### config.mk
export PLATFORM = sky130hd
export DESIGN_NAME = miter_sweep_ctrl
export DESIGN_NICKNAME = d
export VERILOG_FILES = /design/src/rtl/miter_sweep_ctrl.sv
export SDC_FILE = /design/constraint.sdc
export NUM_CORES = 1
export LEC_CHECK = 0
export BUFFER_PORTS_ARGS = -buffer_cell sky130_fd_sc_hd__buf_4
export CAP_MARGIN = 20
export CORE_MARGIN = 1
export CORE_UTILIZATION = 35
export CTS_CLUSTER_DIAMETER = 40
export CTS_CLUSTER_SIZE = 10
export DETAILED_ROUTE_END_ITERATION = 6
export PLACE_DENSITY = 0.66
export SLEW_MARGIN = 30
export SYNTH_ARGS = -nofsm -noshare
export SYNTH_HDL_FRONTEND = slang
export SYNTH_SLANG_ARGS = --single-unit
### constraint.sdc
create_clock -name clk_i -period 3.55 [get_ports clk_i]
set_clock_uncertainty 0.2 [all_clocks]
set_input_delay 0.1775 -clock clk_i [delete_from_list [all_inputs] [get_ports clk_i]]
set_output_delay 0.1775 -clock clk_i [all_outputs]
set_load 0.005 [all_outputs]
### src/rtl/miter_sweep_ctrl.sv
// miter_sweep_ctrl
// Drives an exhaustive sweep of input vectors into a shared two-implementation
// evaluator (A vs B) and compares f_a against f_b EVAL_LAT cycles after each
// vector is issued. Vectors are only issued in cycles where the evaluator is
// granted. Reports equivalence, the first failing vector and the mismatch count.
//
// Ports
//   clk_i, rst_ni        clock (rising edge), asynchronous active-low reset
//   start_i              begin a sweep (sampled only in IDLE)
//   range_lo_i/hi_i      inclusive vector range, sampled on start
//   stop_on_fail_i       stop issuing after the first mismatch, sampled on start
//   grant_i              evaluator available this cycle
//   vec_out_o/valid_o    registered vector to the evaluator and its issue strobe
//   f_a_i, f_b_i         evaluator outputs for the vector issued EVAL_LAT ago
//   busy_o               sweep in progress (RUN or DRAIN)
//   done_o               one-cycle pulse at sweep end
//   equiv_o              1 when the last sweep had no mismatch
//   fail_vec_o           first mismatching vector of the last sweep
//   fail_cnt_o           mismatch count of the last sweep (saturates at 2^N_IN)
module miter_sweep_ctrl #(
  parameter int unsigned N_IN     = 16,
  parameter int unsigned EVAL_LAT = 2
) (
  input  logic            clk_i,
  input  logic            rst_ni,
  input  logic            start_i,
  input  logic [N_IN-1:0] range_lo_i,
  input  logic [N_IN-1:0] range_hi_i,
  input  logic            stop_on_fail_i,
  input  logic            grant_i,
  output logic [N_IN-1:0] vec_out_o,
  output logic            vec_valid_o,
  input  logic            f_a_i,
  input  logic            f_b_i,
  output logic            busy_o,
  output logic            done_o,
  output logic            equiv_o,
  output logic [N_IN-1:0] fail_vec_o,
  output logic [N_IN:0]   fail_cnt_o
);

  typedef enum logic [1:0] {S_IDLE, S_RUN, S_DRAIN, S_DONE} state_e;

  // Stages 0..EVAL_LAT-2 of the valid line. When none of them hold a vector
  // while draining, everything left in flight is compared by the time the
  // DONE state is left, so the results are final in the same cycle done pulses.
  localparam logic [EVAL_LAT:0] LA_MASK = (EVAL_LAT+1)'((1 << (EVAL_LAT-1)) - 1);
  localparam logic [N_IN:0]     CNT_ONE = (N_IN+1)'(1);

  state_e                          state_q, state_d;
  logic [N_IN:0]                   cnt_q;
  logic [N_IN-1:0]                 hi_q;
  logic                            stop_q;
  // Stage 0 is the output register itself; stage EVAL_LAT is the compare point.
  logic [EVAL_LAT:0]               vld_pipe_q;
  logic [EVAL_LAT:0][N_IN-1:0]     vec_pipe_q;
  logic                            done_q;
  logic                            equiv_q;
  logic                            first_q;
  logic [N_IN-1:0]                 fail_vec_q;
  logic [N_IN:0]                   fail_cnt_q;

  logic issue, accept;
  logic cmp_fail, stop_now, at_hi, drain_last;

  assign cmp_fail   = vld_pipe_q[EVAL_LAT] & (f_a_i ^ f_b_i);
  assign stop_now   = stop_q & cmp_fail;
  assign at_hi      = (cnt_q == {1'b0, hi_q});
  assign drain_last = ~|(vld_pipe_q & LA_MASK);

  always_ff @(posedge clk_i or negedge rst_ni) begin
    if (!rst_ni) state_q <= S_IDLE;
    else         state_q <= state_d;
  end

  always_comb begin
    state_d = state_q;
    issue   = 1'b0;
    accept  = 1'b0;
    case (state_q)
      S_IDLE: begin
        if (start_i) begin
          accept  = 1'b1;
          state_d = (range_lo_i > range_hi_i) ? S_DONE : S_RUN;
        end
      end
      S_RUN: begin
        // A failing compare blocks the issue decided in the same cycle.
        if (stop_now) begin
          state_d = S_DRAIN;
        end else if (grant_i) begin
          issue = 1'b1;
          if (at_hi) state_d = S_DRAIN;
        end
      end
      S_DRAIN: if (drain_last) state_d = S_DONE;
      S_DONE:  state_d = S_IDLE;
      default: state_d = S_IDLE;
    endcase
  end

  always_ff @(posedge clk_i or negedge rst_ni) begin
    if (!rst_ni) begin
      cnt_q      <= '0;
      hi_q       <= '0;
      stop_q     <= 1'b0;
      vld_pipe_q <= '0;
      vec_pipe_q <= '0;
      done_q     <= 1'b0;
      equiv_q    <= 1'b0;
      first_q    <= 1'b0;
      fail_vec_q <= '0;
      fail_cnt_q <= '0;
    end else begin
      vld_pipe_q[0] <= issue;
      if (issue) begin
        vec_pipe_q[0] <= cnt_q[N_IN-1:0];
        cnt_q         <= cnt_q + CNT_ONE;
      end
      for (int k = 1; k <= EVAL_LAT; k++) begin
        vld_pipe_q[k] <= vld_pipe_q[k-1];
        vec_pipe_q[k] <= vec_pipe_q[k-1];
      end

      done_q <= (state_q == S_DONE);

      if (cmp_fail) begin
        if (!fail_cnt_q[N_IN]) fail_cnt_q <= fail_cnt_q + CNT_ONE;
        equiv_q <= 1'b0;
        if (!first_q) begin
          fail_vec_q <= vec_pipe_q[EVAL_LAT];
          first_q    <= 1'b1;
        end
      end

      // Start only happens in IDLE with an empty delay line, so it safely
      // overrides the compare updates above.
      if (accept) begin
        cnt_q      <= {1'b0, range_lo_i};
        hi_q       <= range_hi_i;
        stop_q     <= stop_on_fail_i;
        equiv_q    <= 1'b1;
        first_q    <= 1'b0;
        fail_vec_q <= '0;
        fail_cnt_q <= '0;
      end
    end
  end

  assign vec_out_o   = vec_pipe_q[0];
  assign vec_valid_o = vld_pipe_q[0];
  assign busy_o      = (state_q == S_RUN) || (state_q == S_DRAIN);
  assign done_o      = done_q;
  assign equiv_o     = equiv_q;
  assign fail_vec_o  = fail_vec_q;
  assign fail_cnt_o  = fail_cnt_q;

endmodule

## Word level (Yosys, flattened, before mapping)

Index checks and enable logic that the tools add are counted.
W data, S select, Z words.

- Bitwise logic cells: 3
- $add $sub $neg: 2
- Eq/ne operators: 10
- Order comparisons: 1
- Mux-type cells: 24
- Reduce and logical (&&, ||, !) cells: 7

Operator list:

| cell | count |
|---|---|
| $mux W17 | 5 |
| $mux W16 | 3 |
| $add A17 B1 Y17 const B | 2 |
| $eq A17 B16 Y1 | 1 |
| $gt A16 B16 Y1 | 1 |
| $mux W2 | 6 |
| $mux W1 | 9 |
| $pmux W2 S4 | 1 |
| $ne A3 B3 Y1 const B | 2 |
| $eq A2 B2 Y1 const B | 2 |
| $ne A2 B1 Y1 const B | 2 |
| $ne A2 B2 Y1 const B | 2 |
| $reduce_and A2 Y1 | 2 |
| $reduce_and A4 Y1 | 1 |
| $reduce_bool A2 Y1 | 2 |
| $and A1 B1 Y1 | 2 |
| $eq A2 B1 Y1 const B | 1 |
| $logic_not A2 Y1 | 1 |
| $logic_or A1 B1 Y1 | 1 |
| $xor A1 B1 Y1 | 1 |

- Logic and storage cells: 61
- Output and inout port bits: 53
- Flip-flop bits (word level): 123
- Bits of input ports: 39

## Logic depth before layout (Yosys ltp)

- Depth in word-level cells: 7
- Mapped depth: 8
- Mapped depth without buffers: 7

## Worst setup path after synthesis

Ideal clock, no wire load.

- Path kind: register to register
- Start point: reg state_q[1]
- End point: reg cnt_q[14]
- Slack: 1611 ps
- Stages on the path, launching flop included: 8
- Required time: 3268 ps
- Setup time: 82 ps
- Buffers on the path: 0
- Data arrival time: 1658 ps
- Cell sequence: dfrtp_1 inv_1 ha_1 nand2_1 a31oi_4 nand4_2 or3_1 a31oi_1

- Longest elaborated chain between the ends: 3
- Elaborated cells on any way between the ends: 6
- Classes of those cells: eq/ne (1); mux (3); reduce/logical (2)

Ends and longest elaborated chain:

| item | line | text |
|---|---|---|
| start, declared | 50 | `state_e state_q, state_d;` |
| start signal, assigned | 73 | `else state_q <= state_d;` |
| $eq A2 B1 Y1 / $logic_not A2 Y1 (equally long branches) | 80 | `case (state_q)` |
| $mux W1 | 80 |  |
| $reduce_bool A2 Y1 (no source line) / $mux W17 (equally long branches) | -- |  |
| end signal, assigned | 118 | `cnt_q <= cnt_q + CNT_ONE;` |
| end signal, assigned | 139 | `cnt_q <= {1'b0, range_lo_i};` |
| end, declared | 51 | `logic [N_IN:0] cnt_q;` |

Several ways; a longest one is shown, not always the timed one.
A chain may end at the register's enable or synchronous reset.

## Worst setup path in the final report

Ends and elaborated chain as after synthesis.

==> impl_metrics.py <==
metrics = {
    "floorplanning": {
        "die-area_um2": 16200,
        "initial_core_util_pct": 36.1,
        "ios": 92,
        "coreArea_um2": 15300,
        "die_w_um": 127,
        "dieHeight_um": 127,
        "rows": 45,
    },
    "layout": {
        "n_antenna_cell": 0,
        "fin_cells": 850,
        "fin_nets": 689,
        "num-fill-cells": 1405,
        "area_delta_synth_final_pct": 32.0,
        "drive_gt1_share_pct": 23.5,
    },
    "route": {
        "drt-initial-drc-count": 296,
        "vias": 4077,
        "routed_via_density": 4.80,
        "dr.pass1.iters": 4,
        "routedWlPerCell_um": 15.1,
        "routed_wl_mm": 12.9,
        "postRouteAntennaNets": 0,
        "drc_errors": 0,
    },
    "sta": {
        "max_freq_ghz": 0.443,
        "rsz0062_at_grt": "false",
        "relSlewSlack_pct": 41.9,
        "hold_viol": 0,
        "period_share_pct": 63.5,
        "setup_ws_ps": 1290,
        "setup_viol": 0,
        "tightest_slew_ps": 872,
        "fin_tns_setup_ps": 0,
        "period_minus_slack_ps": 2260,
        "slew_violations": 0,
    },
    "place": {
        "placement.io_buffers": 91,
        "gp_congestion": 0.875,
        "hpwl_mm": 9.13,
        "placed_cells": 785,
        "dp_slack_ps": 1280,
    },
    "pwr": {
        "intPower_mw": 3.92,
        "power.total_mw": 5.66,
        "p_seq_share_pct": 42.1,
        "p_sw_mw": 1.74,
        "p_per_area_nw_per_um2": 779,
        "worst_ir_drop_vdd_uv": 403,
        "power_leakage_nw": 3.36,
        "switching_share_pct": 30.7,
        "comb_power_share_pct": 25.1,
        "p_clk_share_pct": 32.8,
    },
    "setup_path": {
        "crit_path_cell_trace": "inv_1, ha_1, nand2_1, a31oi_4, nand4_2, or3_1, a31oi_1",
        "crit_fanout": 12,
        "endpoint_kind": "flop",
        "cp.arrival_ps": 2380,
        "critPathMaxStageDelay_ps": 400,
        "path_class": "reg2reg",
        "start_kind": "flop",
        "crit_slowest_cell": "dfrtp_1",
        "worstPathRequired_ps": 3670,
    },
    "cts": {
        "clk_pin_slew_ps": 60,
        "post_cts_resized": 0,
        "clkSinkCount": 123,
        "clock-root-buffer": "clkbuf_16",
        "cts_buffers": 17,
        "clockBufferDepth": 2,
        "htreeDepth": 4,
        "insertion_delay_ps": 410,
        "tritoncts": "yes",
    },
    "global_route": {
        "antenna_found_initial": 0,
        "groute.usage.overall_pct": 17.3,
        "grt_pass1_wl_mm": 21.4,
        "gr-total-overflow": 0,
        "grt_max_degree": 67,
        "grt_pass1_vias": 4198,
    },
    "hold_path": {
        "hold_path.class": "in2reg",
    },
    "yosys": {
        "synth_area_um2": 5510,
        "synth_top_area_cell": "dfrtp_1",
        "avgSynthCellArea_um2": 10.7,
        "synth_common_cells": "dfrtp_1 (123), nand2_1 (81), o21ai_0 (37), a21oi_1 (30), xnor2_1 (24)",
        "syn-num-nets": 579,
        "async_reset_ff_share_pct": 100,
        "ys_ff_latch": 123,
        "synth_most_common_cell": "dfrtp_1",
        "synth_top_area_share_pct": 55.9,
        "synthCells": 517,
        "ys_seq_area_share_pct": 55.9,
        "ys_types": 40,
        "yosys_warnings": 0,
        "synth_area_leaders": "dfrtp_1 (56%), nand2_1 (5.5%), ha_1 (5.2%), xnor2_1 (3.8%), o21ai_0 (3.4%)",
        "synth_ff_type": "dfrtp_1",
        "synth_edf_count": 0,
    },
    "run_status": {
        "status": "complete, no violations",
    },
    "job": {
        "cap_violations": 0,
    },
}
==> power by group through the flow <==
stage	clock network [mW]	registers, mW	logic [mW]
floorplan	0	2.25	0.954
global placement	0	2.38	1.34
detailed placement	0	2.40	1.40
CTS	1.90	2.38	1.44
global route	1.96	2.46	1.59
finish	1.86	2.38	1.42
==> timing repair <==
action / CTS / global route
buffers inserted: 0 / 0
hold buffers: 34 / 0
endpoints found under the setup margin: 0 / 0
hold endpoints to repair: 98 / 0
==> through the flow <==
| stage | utilization [%] | cell area [um2] | hold slack (ps) |
|---|---|---|---|
| after floorplan | - | 5510 | -318 |
| after global placement | 41.2 | 6280 | 132 |
| after detailed placement | 41.2 | 6280 | 135 |
| after CTS | 47.6 | 7270 | 66.4 |
| after global routing | 47.7 | 7270 | 107 |
| final | 47.7 | 7270 | 79.9 |
==> cells by family (layout without fill, tap and decap cells) <==
logic type | count (synthesis) | count (layout) | synth area share (%)
xor gates and xnor gates | 42 | 42 | 6.81
AOI/OAI and AO/OA | 78 | 78 | 7.81
and+or+nand+nor | 170 | 170 | 14.8
buffers and inverters | 61 | 183 | 5.45
muxes | 20 | 20 | 4.00
adders and majority gates | 23 | 23 | 5.22
DFF | 123 | 123 | 55.9
==> worst max-delay path, delay by kind of cell (launching register included) <==
family	cells	cell delay [ps]
compound gates	2	530
fa+ha+maj	1	190
buf+inv	1	130
flops	1	400
simple gates	3	720
==> layer usage <==
metal | up-vias | part of all wire, % | GRT usage (%)
li1 | 1966 | - | -
met4 | 0 | 2.0 | 7.56
met2 | 118 | 48 | 27.2
met3 | 23 | 4.5 | 4.40
met1 | 1970 | 46 | 22.5
met5 | - | 0 | 0
==> worst paths after layout <==
| check | startpoint | to | slack, ps | cells past startpoint |
|---|---|---|---|---|
| max | state_q[1] | cnt_q[14] | 1290 | 7 |
| min | f_a_i | first_q | 80 | 4 |
| max reg2reg | state_q[1] | cnt_q[14] | 1290 | 7 |
| min reg2reg | vec_pipe_q[23] | vec_pipe_q[39] | 140 | 0 |
| max in group asynchronous | rst_ni | vec_out_o[7] | 2130 | 3 |
| min in group asynchronous | rst_ni | done_o | 220 | 2 |
==> state kept, by name, indices dropped and copies added, names as in the netlist <==
register	cells
cnt_q	17
done_o	1
equiv_o	1
fail_cnt_o	17
fail_vec_o	16
first_q	1
hi_q	16
state_q	2
stop_q	1
vec_out_o	16
vec_pipe_q	32
vld_pipe_q	3
==> final cells by class <==
cell class	count	area, um2	area share (%)
Tap cell	211	264	3.63
Clock inverter	14	219	3.01
Multi-Input combinational cell	333	2140	29.4
Timing Repair Buffer	128	1060	14.6
Clock buffer	17	425	5.85
Inverter	24	90.1	1.24
Sequential cell	123	3080	42.3
==> layout by cell type (no fill, tap or decap), drive strengths merged <==
master	n
and4	2
mux2i	4
nor4	4
buf	94
xnor2	24
or3	9
a221o	1
clkbuf	17
o211ai	1
nand3	10
inv	26
and3	3
nand2	81
dlygate4sd3	34
o21ai	37
a21oi	30
and2	5
nor3	8
dfrtp	123
nor3b	1
o31ai	1
a21o	2
nand3b	1
bufinv	5
nor2b	1
ha	23
or4	1
nor2	23
clkinv	5
a311oi	1
xor2	18
nand4	21
mux2	16
clkinvlp	2
a31oi	5
(Power assumes the default switching activity.)
